==> config.mk <==
export PLATFORM = sky130hd
export DESIGN_NAME = pipe_add
export DESIGN_NICKNAME = d
export VERILOG_FILES = /design/src/rtl/pipe_add_pkg.sv /design/src/rtl/full_adder.sv /design/src/rtl/pipe_add_add_slice.sv /design/src/rtl/pipe_add.sv
export SDC_FILE = /design/constraint.sdc
export NUM_CORES = 1
export LEC_CHECK = 0
export ABC_AREA = 1
export CAP_MARGIN = 20
export CORE_MARGIN = 5
export CORE_UTILIZATION = 50
export DETAILED_ROUTE_END_ITERATION = 8
export PLACE_DENSITY = 0.74
export SETUP_SLACK_MARGIN = 0.02
export SLEW_MARGIN = 20
export SYNTH_ARGS = -nofsm -noshare
export SYNTH_HDL_FRONTEND = slang
export SYNTH_HIERARCHICAL = 1
export SYNTH_SLANG_ARGS = --single-unit
==> constraint.sdc <==
create_clock -name clk -period 2.9 [get_ports clk]
set_input_delay 0.58 -clock clk [delete_from_list [all_inputs] [get_ports clk]]
set_output_delay 0.58 -clock clk [all_outputs]
set_load 0.01 [all_outputs]
==> src/rtl/pipe_add_pkg.sv <==
// Shared types and constant helpers for the pipelined adder/subtractor.
// Saturation values are used only when PIPE_ADD_SAT_EN is defined.
package pipe_add_pkg;

  typedef struct packed {
    logic cout;
    logic ovfl;
    logic zero;
    logic neg;
  } flags_t;

  function automatic logic [63:0] SAT_MAX(input int w);
    return (64'd1 << (w - 1)) - 64'd1;
  endfunction

  function automatic logic [63:0] SAT_MIN(input int w);
    return 64'd1 << (w - 1);
  endfunction

  function automatic bit PARAMS_OK(input int w, input int s);
    return (s >= 1) && (w >= s) && ((w % s) == 0);
  endfunction

endpackage

==> src/rtl/full_adder.sv <==
// Single-bit full adder cell.
module full_adder (
  input  logic a,
  input  logic b,
  input  logic cin,
  output logic sum,
  output logic cout
);

  assign sum  = a ^ b ^ cin;
  assign cout = (a & b) | (cin & (a ^ b));

endmodule

==> src/rtl/pipe_add_add_slice.sv <==
// W-bit ripple-carry slice built from full_adder cells; also exposes the
// carry into its MSB so the final slice can derive signed overflow.
module add_slice #(
  parameter int W = 4
) (
  input  logic [W-1:0] a,
  input  logic [W-1:0] b,
  input  logic         cin,
  output logic [W-1:0] sum,
  output logic         cout,
  output logic         cmsb
);

  // Each bit owns its carry wires so the ripple is a chain of distinct nets.
  for (genvar i = 0; i < W; i++) begin : g_bit
    logic ci;
    logic co;
    if (i == 0) begin : g_first
      assign ci = cin;
    end else begin : g_rest
      assign ci = g_bit[i-1].co;
    end
    full_adder u_fa (
      .a    (a[i]),
      .b    (b[i]),
      .cin  (ci),
      .sum  (sum[i]),
      .cout (co)
    );
  end

  assign cout = g_bit[W-1].co;
  assign cmsb = g_bit[W-1].ci;

endmodule

==> src/rtl/pipe_add.sv <==
// Pipelined WIDTH-bit adder/subtractor, one ripple slice per stage, with
// valid/ready backpressure. Optional signed saturation via PIPE_ADD_SAT_EN.
module pipe_add
  import pipe_add_pkg::*;
#(
  parameter int WIDTH  = 16,
  parameter int STAGES = 4
) (
  input  logic             clk,
  input  logic             rst_n,
  input  logic             in_valid,
  output logic             in_ready,
  input  logic [WIDTH-1:0] a,
  input  logic [WIDTH-1:0] b,
  input  logic             cin,
  input  logic             sub,
  output logic             out_valid,
  input  logic             out_ready,
  output logic [WIDTH-1:0] sum,
  output logic             cout,
  output logic             ovfl,
  output logic             zero,
  output logic             neg
);

  localparam int SW = WIDTH / STAGES;

  if (!PARAMS_OK(WIDTH, STAGES)) begin : g_bad_params
    $error("pipe_add: WIDTH must be a positive multiple of STAGES");
  end

  logic [STAGES-1:0] v_q, v_d, adv;
  logic [WIDTH-1:0]  a_q [STAGES];
  logic [WIDTH-1:0]  b_q [STAGES];
  logic [WIDTH-1:0]  s_q [STAGES];
  logic [WIDTH-1:0]  a_d [STAGES];
  logic [WIDTH-1:0]  b_d [STAGES];
  logic [WIDTH-1:0]  s_d [STAGES];
  logic              c_q [STAGES];
  logic              cm_q;

  logic [SW-1:0] sl_a  [STAGES];
  logic [SW-1:0] sl_b  [STAGES];
  logic [SW-1:0] sl_s  [STAGES];
  logic          sl_ci [STAGES];
  logic          sl_co [STAGES];
  logic          sl_cm [STAGES];

  logic [WIDTH-1:0] b_in;
  assign b_in = sub ? ~b : b;

  // A stage moves when any stage from it to the tail is empty, or the tail drains.
  for (genvar k = 0; k < STAGES; k++) begin : g_stage
    logic [WIDTH-1:0] s_prev;

    assign adv[k] = out_ready || !(&v_q[STAGES-1:k]);

    if (k == 0) begin : g_entry
      assign sl_a[k]  = a[SW-1:0];
      assign sl_b[k]  = b_in[SW-1:0];
      assign sl_ci[k] = sub | cin;
      assign v_d[k]   = in_valid;
      assign a_d[k]   = a;
      assign b_d[k]   = b_in;
      assign s_prev   = '0;
    end else begin : g_mid
      assign sl_a[k]  = a_q[k-1][k*SW +: SW];
      assign sl_b[k]  = b_q[k-1][k*SW +: SW];
      assign sl_ci[k] = c_q[k-1];
      assign v_d[k]   = v_q[k-1];
      assign a_d[k]   = a_q[k-1];
      assign b_d[k]   = b_q[k-1];
      assign s_prev   = s_q[k-1];
    end

    add_slice #(.W(SW)) u_slice (
      .a    (sl_a[k]),
      .b    (sl_b[k]),
      .cin  (sl_ci[k]),
      .sum  (sl_s[k]),
      .cout (sl_co[k]),
      .cmsb (sl_cm[k])
    );

    assign s_d[k] = (s_prev & ~(WIDTH'({SW{1'b1}}) << (k*SW)))
                  | (WIDTH'(sl_s[k]) << (k*SW));
  end

  always_ff @(posedge clk or negedge rst_n) begin
    if (!rst_n) begin
      v_q  <= '0;
      cm_q <= 1'b0;
      for (int k = 0; k < STAGES; k++) begin
        a_q[k] <= '0;
        b_q[k] <= '0;
        s_q[k] <= '0;
        c_q[k] <= 1'b0;
      end
    end else begin
      if (adv[STAGES-1]) cm_q <= sl_cm[STAGES-1];
      for (int k = 0; k < STAGES; k++) begin
        if (adv[k]) begin
          v_q[k] <= v_d[k];
          a_q[k] <= a_d[k];
          b_q[k] <= b_d[k];
          s_q[k] <= s_d[k];
          c_q[k] <= sl_co[k];
        end
      end
    end
  end

  flags_t           fl;
  logic [WIDTH-1:0] raw, res;

  always_comb begin
    raw     = s_q[STAGES-1];
    fl.cout = c_q[STAGES-1];
    fl.ovfl = cm_q ^ c_q[STAGES-1];
    res     = raw;
`ifdef PIPE_ADD_SAT_EN
    // On overflow the true sign is the opposite of the wrapped MSB.
    if (fl.ovfl) res = raw[WIDTH-1] ? WIDTH'(SAT_MAX(WIDTH)) : WIDTH'(SAT_MIN(WIDTH));
`endif
    fl.zero = (res == '0);
    fl.neg  = res[WIDTH-1];
  end

  assign in_ready  = adv[0];
  assign out_valid = v_q[STAGES-1];
  assign sum       = res;
  assign cout      = fl.cout;
  assign ovfl      = fl.ovfl;
  assign zero      = fl.zero;
  assign neg       = fl.neg;

endmodule

==> run summary <==
Fin. Hold Viols: 0
TritonCTS clock tree: done
antenna violations before repair: 0
Vias: 3046
Total GRT Usage: 0.171
fraction of layout cells with a size suffix above 1: 0.0627
die area: 0.0106 mm^2
count of state elements after synthesis: 97
1st-pass router iterations: 4
CTS Sinks: 97
Worst slew margin: 0.540
top cells by area, synth: dfrtp_1, nand2_1, fa_1
Placer Congestion: 0.768
final setup vio count: 0
Min-Delay Path Class: input pin to asynchronous set/reset pin
power per cell area: 762 mW/mm^2
clock tree root buffer cell: clkbuf_8
CTS Buffer Depth: 2
Net count, final: 575
max-slew violations: 0
crit share post-route: 0.943
I/O pins: 60
Post-CTS Setup Inserts: 0
RSZ-0062 raised after global routing: false
post-place setup slack: -216 ps
Worst Max-Slew Pin Slew: 689 ps
final worst setup slack: 166 ps
crit path kind: input pin to register
Mapped Nets: 522
vias in the first global route: 3072
Antenna Cells: 0
Netlist Area Pre-Place: 0.00434 mm^2
Clk pin slew, worst setup/hold paths: 90 ps
Crit path arrival time: 3030 ps
Max Clk Rate: 0.366 GHz
Overflow after GRT: 0
YS warnings: 6
VDD IR max: 329 uV
status: completed
H-tree depth: 3
post-DR vias/cell: 4.80
Synth area leader: dfrtp_1
Synth top area share: 0.560
worst path required time: 3200 ps
Setup TNS: 0 ps
I/O Buffers: 59
Fin Clk Skew: 5.90 ps
First DRT Iteration DRCs: 145
most frequent cells in the layout: nand2_1, dfrtp_1, clkdlybuf4s50_1
CP endpoint kind: register
Worst-Skew Late Latency: 350 ps
Detail Placement HPWL: 5.56 mm
Total Wirelength: 8.02 mm
syn_area_per_cell: 9.26 um^2
Synth-to-Final Area Change: 19.5%
crit path max fanout: 3
Initial Utilization: 0.505
Distinct cells, synth: 16
Post-CTS Resized: 0
commonest non-fill, non-tap cell in the layout: nand2_1
worst-case reg-to-reg path depth: 6
Rows: 34
Hold Buf Count CTS: 0
largest net degree at the start of global routing: 75
first-pass GRT wire length: 14.3 mm
sequential cell area fraction in the yosys report: 0.560
Routed WL per cell: 12.6 um
die width: 103 um
Post-DRT Antenna Nets: 0
core area: 0.00859 mm^2
crit path time final: 2730 ps
Static Leakage: 2.61 nW
MaxCap Viol Count: 0
Startpoint Class: input pin
cell count after synthesis: 468
Die Y: 103 um
DRC errors left: 0
Num CTS Buffers: 9
[state kept, by name, summed over array words and instances (netlist names)]
register / count
cout: 1
g_stage.s_prev: 24
c_q: 3
v_q: 4
b_d: 24
cm_q: 1
sum: 16
a_d: 24
[cell families after synthesis]
group	Yosys count	share of synthesized area
buffers and inverters	50	0.0574
flip-flops	97	0.560
adder cells (fa/ha/maj)	16	0.0739
XOR/XNOR	17	0.0343
AND/OR/NAND/NOR	271	0.255
AO/OA/AOI/OAI	17	0.0196
[critical path, cell delays in order]
cell             delay [ps]
clkdlybuf4s50_1         490
or2_2                   340
fa_2                    340
fa_2                    340
fa_2                    340
fa_1                    480
nand2_1                  50
nand2_1                  60
[metal layers]
| layer | wire length (um) | track usage | vias to the layer above |
|---|---|---|---|
| li1 | - | - | 1548 |
| met1 | 4000 | 0.249 | 1414 |
| met5 | 0 | 0 | - |
| met3 | 397 | 0.0298 | 10 |
| met2 | 3480 | 0.259 | 74 |
| met4 | 137 | 0.0657 | 0 |
[cell type report]
class | instances | area (um^2)
Clock buffer | 13 | 149
Inverter | 23 | 86.3
Clock inverter | 3 | 40.0
Fill cell | 762 | 3410
Tap cell | 108 | 135
Sequential cell | 97 | 2430
Timing Repair Buffer | 69 | 676
Multi-Input combinational cell | 321 | 1670
[where the power goes]
part           internal (W)  total, W  switching, W
Combinational      0.000545   0.00114      0.000599
Clock              0.000421  0.000853      0.000432
Sequential          0.00172   0.00195      0.000227
[final timing paths]
kind / startpoint / end / slack [ps]
max in group asynchronous: rst_n / b_d[36] / 2100
min reg2reg: v_q[2] / v_q[3] / 470
max reg2reg: a_d[12] / sum[15] / 470
min: rst_n / sum[9] / 110
max: sub / g_stage[1].s_prev[3] / 170
min in group clk: v_q[2] / v_q[3] / 470
[per-stage QoR]
stage          utilization  std cells  instance area (um^2)  hold WS, ps  total power, W
2_1_floorplan            -        468                  4350          284         0.00263
3_3_place_gp         0.581        618                  4990          441         0.00308
3_5_place_dp         0.581        618                  4990          457         0.00314
4_1_cts              0.603        634                  5180          103         0.00400
5_1_grt              0.603        634                  5180          127         0.00427
6_report             0.603        634                  5180          114         0.00394
[synth_stat cells, drive strengths merged]
master and count:
fa 16, inv 23, o21ai 17, buf 23
dfrtp 97, nand2 207, or2 3, xor2 17
clkbuf 4, nand3 54, nor2 7
Power figures use the tool's default switching activity.
